File: config.mk
export PLATFORM = sky130hd
export DESIGN_NAME = ram_wr_seq
export DESIGN_NICKNAME = d
export VERILOG_FILES = /design/src/rtl/ram_wr_seq.sv
export SDC_FILE = /design/constraint.sdc
export NUM_CORES = 1
export LEC_CHECK = 0
export ABC_AREA = 1
export BUFFER_PORTS_ARGS = -buffer_cell sky130_fd_sc_hd__buf_4
export CORE_ASPECT_RATIO = 1.5
export CORE_MARGIN = 4
export CORE_UTILIZATION = 45
export DETAILED_ROUTE_END_ITERATION = 8
export GPL_TIMING_DRIVEN = 0
export PLACE_DENSITY = 0.74
export RECOVER_POWER = 100
export SLEW_MARGIN = 20
export SYNTH_ARGS = -nofsm -noshare
export SYNTH_HDL_FRONTEND = slang
export SYNTH_SLANG_ARGS = --single-unit
File: constraint.sdc
create_clock -name clk -period 1.22 [get_ports clk]
set_input_delay 0 -clock clk [delete_from_list [all_inputs] [get_ports clk]]
set_output_delay 0 -clock clk [all_outputs]
set_load 0.01 [all_outputs]
File: src/rtl/ram_wr_seq.sv
//------------------------------------------------------------------------------
// ram_wr_seq : fills one RAM frame of 2**ADDR_W words from a valid/ready
//              stream, then holds it for a reader until frame_ack.
// Optional   : define WR_FRAME_CNT_EN to add the 8-bit frame_cnt output.
// Revision   : 1.0 - initial release
//------------------------------------------------------------------------------
`default_nettype none

module ram_wr_seq #(
   parameter int DATA_W = 8,
   parameter int ADDR_W = 3
) (
   input  logic              clk,
   input  logic              rst,
   input  logic              start,
   input  logic              abort,
   input  logic [DATA_W-1:0] in_data,
   input  logic              in_valid,
   output logic              in_ready,
   output logic [DATA_W-1:0] ram_d,
   output logic [ADDR_W-1:0] ram_addr,
   output logic              ram_we,
   output logic [ADDR_W:0]   fill_cnt,
   output logic              frame_rdy,
   input  logic              frame_ack
`ifdef WR_FRAME_CNT_EN
   ,
   output logic [7:0]        frame_cnt
`endif
);

   typedef enum logic [1:0] {
      ST_IDLE     = 2'd0,
      ST_FILL     = 2'd1,
      ST_WAIT_ACK = 2'd2
   } state_t;

   localparam logic [ADDR_W-1:0] c_last_ptr = '1;

   state_t              r_state;
   logic [ADDR_W-1:0]   r_ptr;
   logic [ADDR_W:0]     r_fill_cnt;
   logic                r_ram_we;
   logic [ADDR_W-1:0]   r_ram_addr;
   logic [DATA_W-1:0]   r_ram_d;
   logic                r_frame_rdy;
   logic                w_in_ready;
   logic                w_accept;
`ifdef WR_FRAME_CNT_EN
   logic [7:0]          r_frame_cnt;
`endif

   // abort masks ready so an abort cycle can never also accept a word
   assign w_in_ready = (r_state == ST_FILL) && !abort;
   assign w_accept   = in_valid && w_in_ready;

   always_ff @(posedge clk or posedge rst) begin
      if (rst) begin
         r_state     <= ST_IDLE;
         r_ptr       <= '0;
         r_fill_cnt  <= '0;
         r_ram_we    <= 1'b0;
         r_ram_addr  <= '0;
         r_ram_d     <= '0;
         r_frame_rdy <= 1'b0;
`ifdef WR_FRAME_CNT_EN
         r_frame_cnt <= '0;
`endif
      end else begin
         r_ram_we <= 1'b0;
         case (r_state)
            ST_IDLE: begin
               if (start) begin
                  r_state    <= ST_FILL;
                  r_ptr      <= '0;
                  r_fill_cnt <= '0;
               end
            end
            ST_FILL: begin
               if (abort) begin
                  r_state    <= ST_IDLE;
                  r_ptr      <= '0;
                  r_fill_cnt <= '0;
               end else if (w_accept) begin
                  r_ram_we   <= 1'b1;
                  r_ram_addr <= r_ptr;
                  r_ram_d    <= in_data;
                  r_ptr      <= r_ptr + 1'b1;
                  r_fill_cnt <= r_fill_cnt + 1'b1;
                  // last word: frame_rdy rises together with its write pulse
                  if (r_ptr == c_last_ptr) begin
                     r_state     <= ST_WAIT_ACK;
                     r_frame_rdy <= 1'b1;
                  end
               end
            end
            ST_WAIT_ACK: begin
               if (frame_ack) begin
                  r_state     <= ST_IDLE;
                  r_frame_rdy <= 1'b0;
                  r_fill_cnt  <= '0;
`ifdef WR_FRAME_CNT_EN
                  r_frame_cnt <= r_frame_cnt + 8'd1;
`endif
               end
            end
            default: r_state <= ST_IDLE;
         endcase
      end
   end

   assign in_ready  = w_in_ready;
   assign ram_we    = r_ram_we;
   assign ram_addr  = r_ram_addr;
   assign ram_d     = r_ram_d;
   assign fill_cnt  = r_fill_cnt;
   assign frame_rdy = r_frame_rdy;
`ifdef WR_FRAME_CNT_EN
   assign frame_cnt = r_frame_cnt;
`endif

endmodule

`default_nettype wire

==> flow_metrics.py <==
metrics = {
    "final_layout": {
        "area_growth_syn_to_layout_pct": 45.68,
        "final_layout_size_suffix_gt1_share_pct": 29.78,
        "design.final.nets": 196,
        "final_cell_area_sq_mm": 0.001540,
        "multi_input_gate_area_sq_um": 465.4,
        "final.fill_count": 168,
        "layoutNonFillerInstCount": 201,
        "sequential_cell_area_sq_um": 551.8,
        "diodes": 0,
    },
    "synthesis": {
        "synth_area_sq_mm": 0.001057,
        "synth.top_cells.by_count": "50 x nand2_1, 22 x dfrtp_1, 10 x inv_1",
        "synthTopCellsByArea": "dfrtp_1 52%, nand2_1 18%, nand3_1 3.8%, ha_1 3.6%, inv_1 3.6%",
        "synth_top_flop_cell": "dfrtp_1",
        "synth_area_leader_cell": "dfrtp_1",
        "post_synth_inst_count": 118,
        "synth.most_common_cell": "nand2_1",
        "post-synth-top-area-fraction_pct": 52.07,
        "async_set_or_reset_register_ratio_after_synthesis_pct": 100.0,
        "synth_enable_flop_cells": 0,
        "syn_nets": 135,
        "synthesis.yosys.warnings": 0,
        "avgSynthCellArea_sq_um": 8.960,
        "ys_ff_latch": 22,
        "synth.distinct_cells": 21,
        "synth-seq-area-share_pct": 52.07,
    },
    "cts": {
        "cts.sink_count": 22,
        "depth_of_the_cts_h_tree": 1,
        "clkLatencyLatePin_ps": 300,
        "clkSlewWorstSetupHoldPaths_ps": 110,
        "clk_path_buf_depth": 2,
        "numCtsBuffers": 3,
        "cts_tree": "built",
        "cts.root.buffer_cell": "clkbuf_4",
    },
    "sta": {
        "worst_hold_margin_ps": 71.89,
        "post-route-min-period_ps": 1237,
        "fin_worst_skew_ps": 1.003,
        "max_freq_mhz": 808.6,
        "final-max-slew-violation-count": 0,
        "hold_viol": 0,
        "period_utilization_pct": 101.4,
        "slew_headroom_pct": 45.83,
        "rsz0062_at_grt": "true",
        "worst-slew-pin-transition_ps": 811.7,
        "finalSetupViolCount": 1,
        "post-route-worst-setup-slack_ps": -16.78,
    },
    "drt": {
        "routed-via-count": 980,
        "detailedRoute.firstPassIterationCount": 4,
        "remaining_drc_errors": 0,
        "final_antenna_net_count": 0,
        "route.detailed.vias_per_inst": 4.876,
        "total_routed_wirelength_microns": 2528,
        "iteration_0_drc_count_of_the_detailed_router": 31,
        "drt-wirelength-per-cell_microns": 12.58,
    },
    "grt": {
        "grt_start_max_net_pins": 23,
        "grt_overflow_total": 0,
        "grt_first_pass_wirelength_microns": 4008,
        "grt_pass1_vias": 978,
        "globalRouteTotalUtil_pct": 17.37,
        "grt_antenna_before_repair": 0,
    },
    "setup_path": {
        "slowest_stage": "dfrtp_1",
        "path_cells": "ha_2, ha_4, inv_4, nand2_2, nand3_2, nand2_1, o21ai_1, inv_1",
        "total_number_of_cells_along_the_worst_setup_path": 8,
        "critPathRequiredTime_ps": 1420,
        "r2r_start": "r_ptr[1]",
        "timing.rr.end": "r_state[0]",
        "r2r_slack_ps": -20,
        "timing.critical_path.max_delay_family": "flip-flops",
        "worst_ep_arrival_time_ps": 1440,
        "critical_path_class": "flop to flop",
        "cp_slowest_stage_delay_ps": 410,
        "crit_path_end_kind": "flop",
        "crit_start": "r_ptr[1]",
        "path_buf_inv": 2,
        "cp-endpoint": "r_state[0]",
        "biggest_fanout_along_the_worst_timing_path": 2,
        "cp-start-kind": "flop",
        "worstRegToRegCells": 8,
    },
    "placed_design": {
        "buffer_ports.inserted": 31,
        "placement.setup.worst_slack_ps": -91.02,
        "gpl.final_weighted_congestion": 0.7457,
        "hpwlAfterDp_microns": 1705,
        "placed_cell_area_sq_mm": 0.001319,
        "placed_cells": 172,
    },
    "hold_path": {
        "min-delay-path-class": "input port to flop",
    },
    "power_and_ir_drop": {
        "powerDensity_mw_per_mm2": 1766,
        "post-layout-total-power_mw": 2.720,
        "leakage_nw": 0.8180,
        "worst_ir_drop_vdd_uv": 1092,
    },
    "die": {
        "rows": 21,
        "fp.dieW_microns": 47.58,
        "boundaryPins": 32,
        "area_of_the_core_sq_mm": 0.002233,
        "die_height_microns": 67.37,
        "start_util_pct": 47.34,
        "dieArea_sq_mm": 0.003205,
    },
    "run_status": {
        "outcome": "complete, but fails checks",
        "failing_checks": "setup timing",
    },
    "flow_run": {
        "maxCapViolations": 0,
    },
}
through the flow:
stage	TNS, ps	utilization [%]
floorplan	0	-
global placement	-74.43	59.05
detailed placement	-115.5	59.05
CTS	0	68.29
global route	-883.8	68.96
finish	-16.78	68.96
state kept, by name, summed over array words and instances, names as in the netlist:
| name | cells |
|---|---|
| frame_rdy | 1 |
| ram_addr | 3 |
| ram_d | 8 |
| ram_we | 1 |
| r_ptr | 3 |
| r_state | 2 |
| fill_cnt | 4 |
cell type report:
type                       count  share of cell area, %
sequential                    22                  35.82
multi-input combinational     83                  30.22
timing repair buffer          55                  24.45
inverter                      12                  3.249
clock buffer                   4                  2.356
buffer                         2                  2.031
tap                           23                  1.868
worst min-delay path by stage:
| stage | endpoint | cells past startpoint | start | slack [ps] |
|---|---|---|---|---|
| after floorplan | fill_cnt[0] | 1 | rst | -10 |
| after global placement | ram_we | 2 | rst | 190 |
| after detailed placement | r_state[1] | 2 | frame_ack | 200 |
| after CTS | fill_cnt[0] | 4 | abort | 40 |
| after global routing | frame_rdy | 4 | abort | 80 |
| final | frame_rdy | 4 | abort | 70 |
report_power, final:
part	switching, mW	internal, mW
clock	0.206	0.182
sequential	0.151	0.963
combinational	0.680	0.539
total	1.04	1.68
worst min-delay path, delay by kind of cell:
kind	cells	cell delay (ps)
buffers and inverters	1	130
AND/OR/NAND/NOR	2	130
AO/OA/AOI/OAI	1	80
cell usage in the layout (no fill, tap or decap), drive strengths merged, types with 2 or more instances in the layout:
master / netlist / final
buf: 2 / 28
clkbuf: 0 / 22
ha: 3 / 3
nand4: 2 / 2
o21ai: 5 / 5
inv: 12 / 12
nand2: 54 / 54
nor2: 6 / 6
dfrtp: 22 / 22
nand3: 9 / 10
dlygate4sd3: 0 / 11
routing by layer:
| metal | part of all wire [%] | track usage, % | up-vias |
|---|---|---|---|
| li1 | - | - | 497 |
| met1 | 39 | 20.62 | 445 |
| met2 | 55 | 30.20 | 32 |
| met3 | 5.2 | 2.400 | 6 |
| met4 | 1.5 | 7.071 | 0 |
| met5 | 0 | 0 | - |
timing repair:
action,in CTS,in global routing
hold endpoints to repair,32,0
gates cloned,0,1
pin swaps,1,3
gates resized for setup,7,6
hold buffers,11,0
setup endpoints to repair,14,20
setup buffers,6,7
logic make-up after synthesis:
kind of cell,count (synthesis),synth area share (%)
buffers and inverters,14,7.456
adder cells (fa/ha/maj),3,3.551
AND/OR/NAND/NOR,72,32.66
flip-flops,22,52.07
AO/OA/AOI/OAI,7,4.261
No activity file was read; power rests on OpenSTA's default activity.
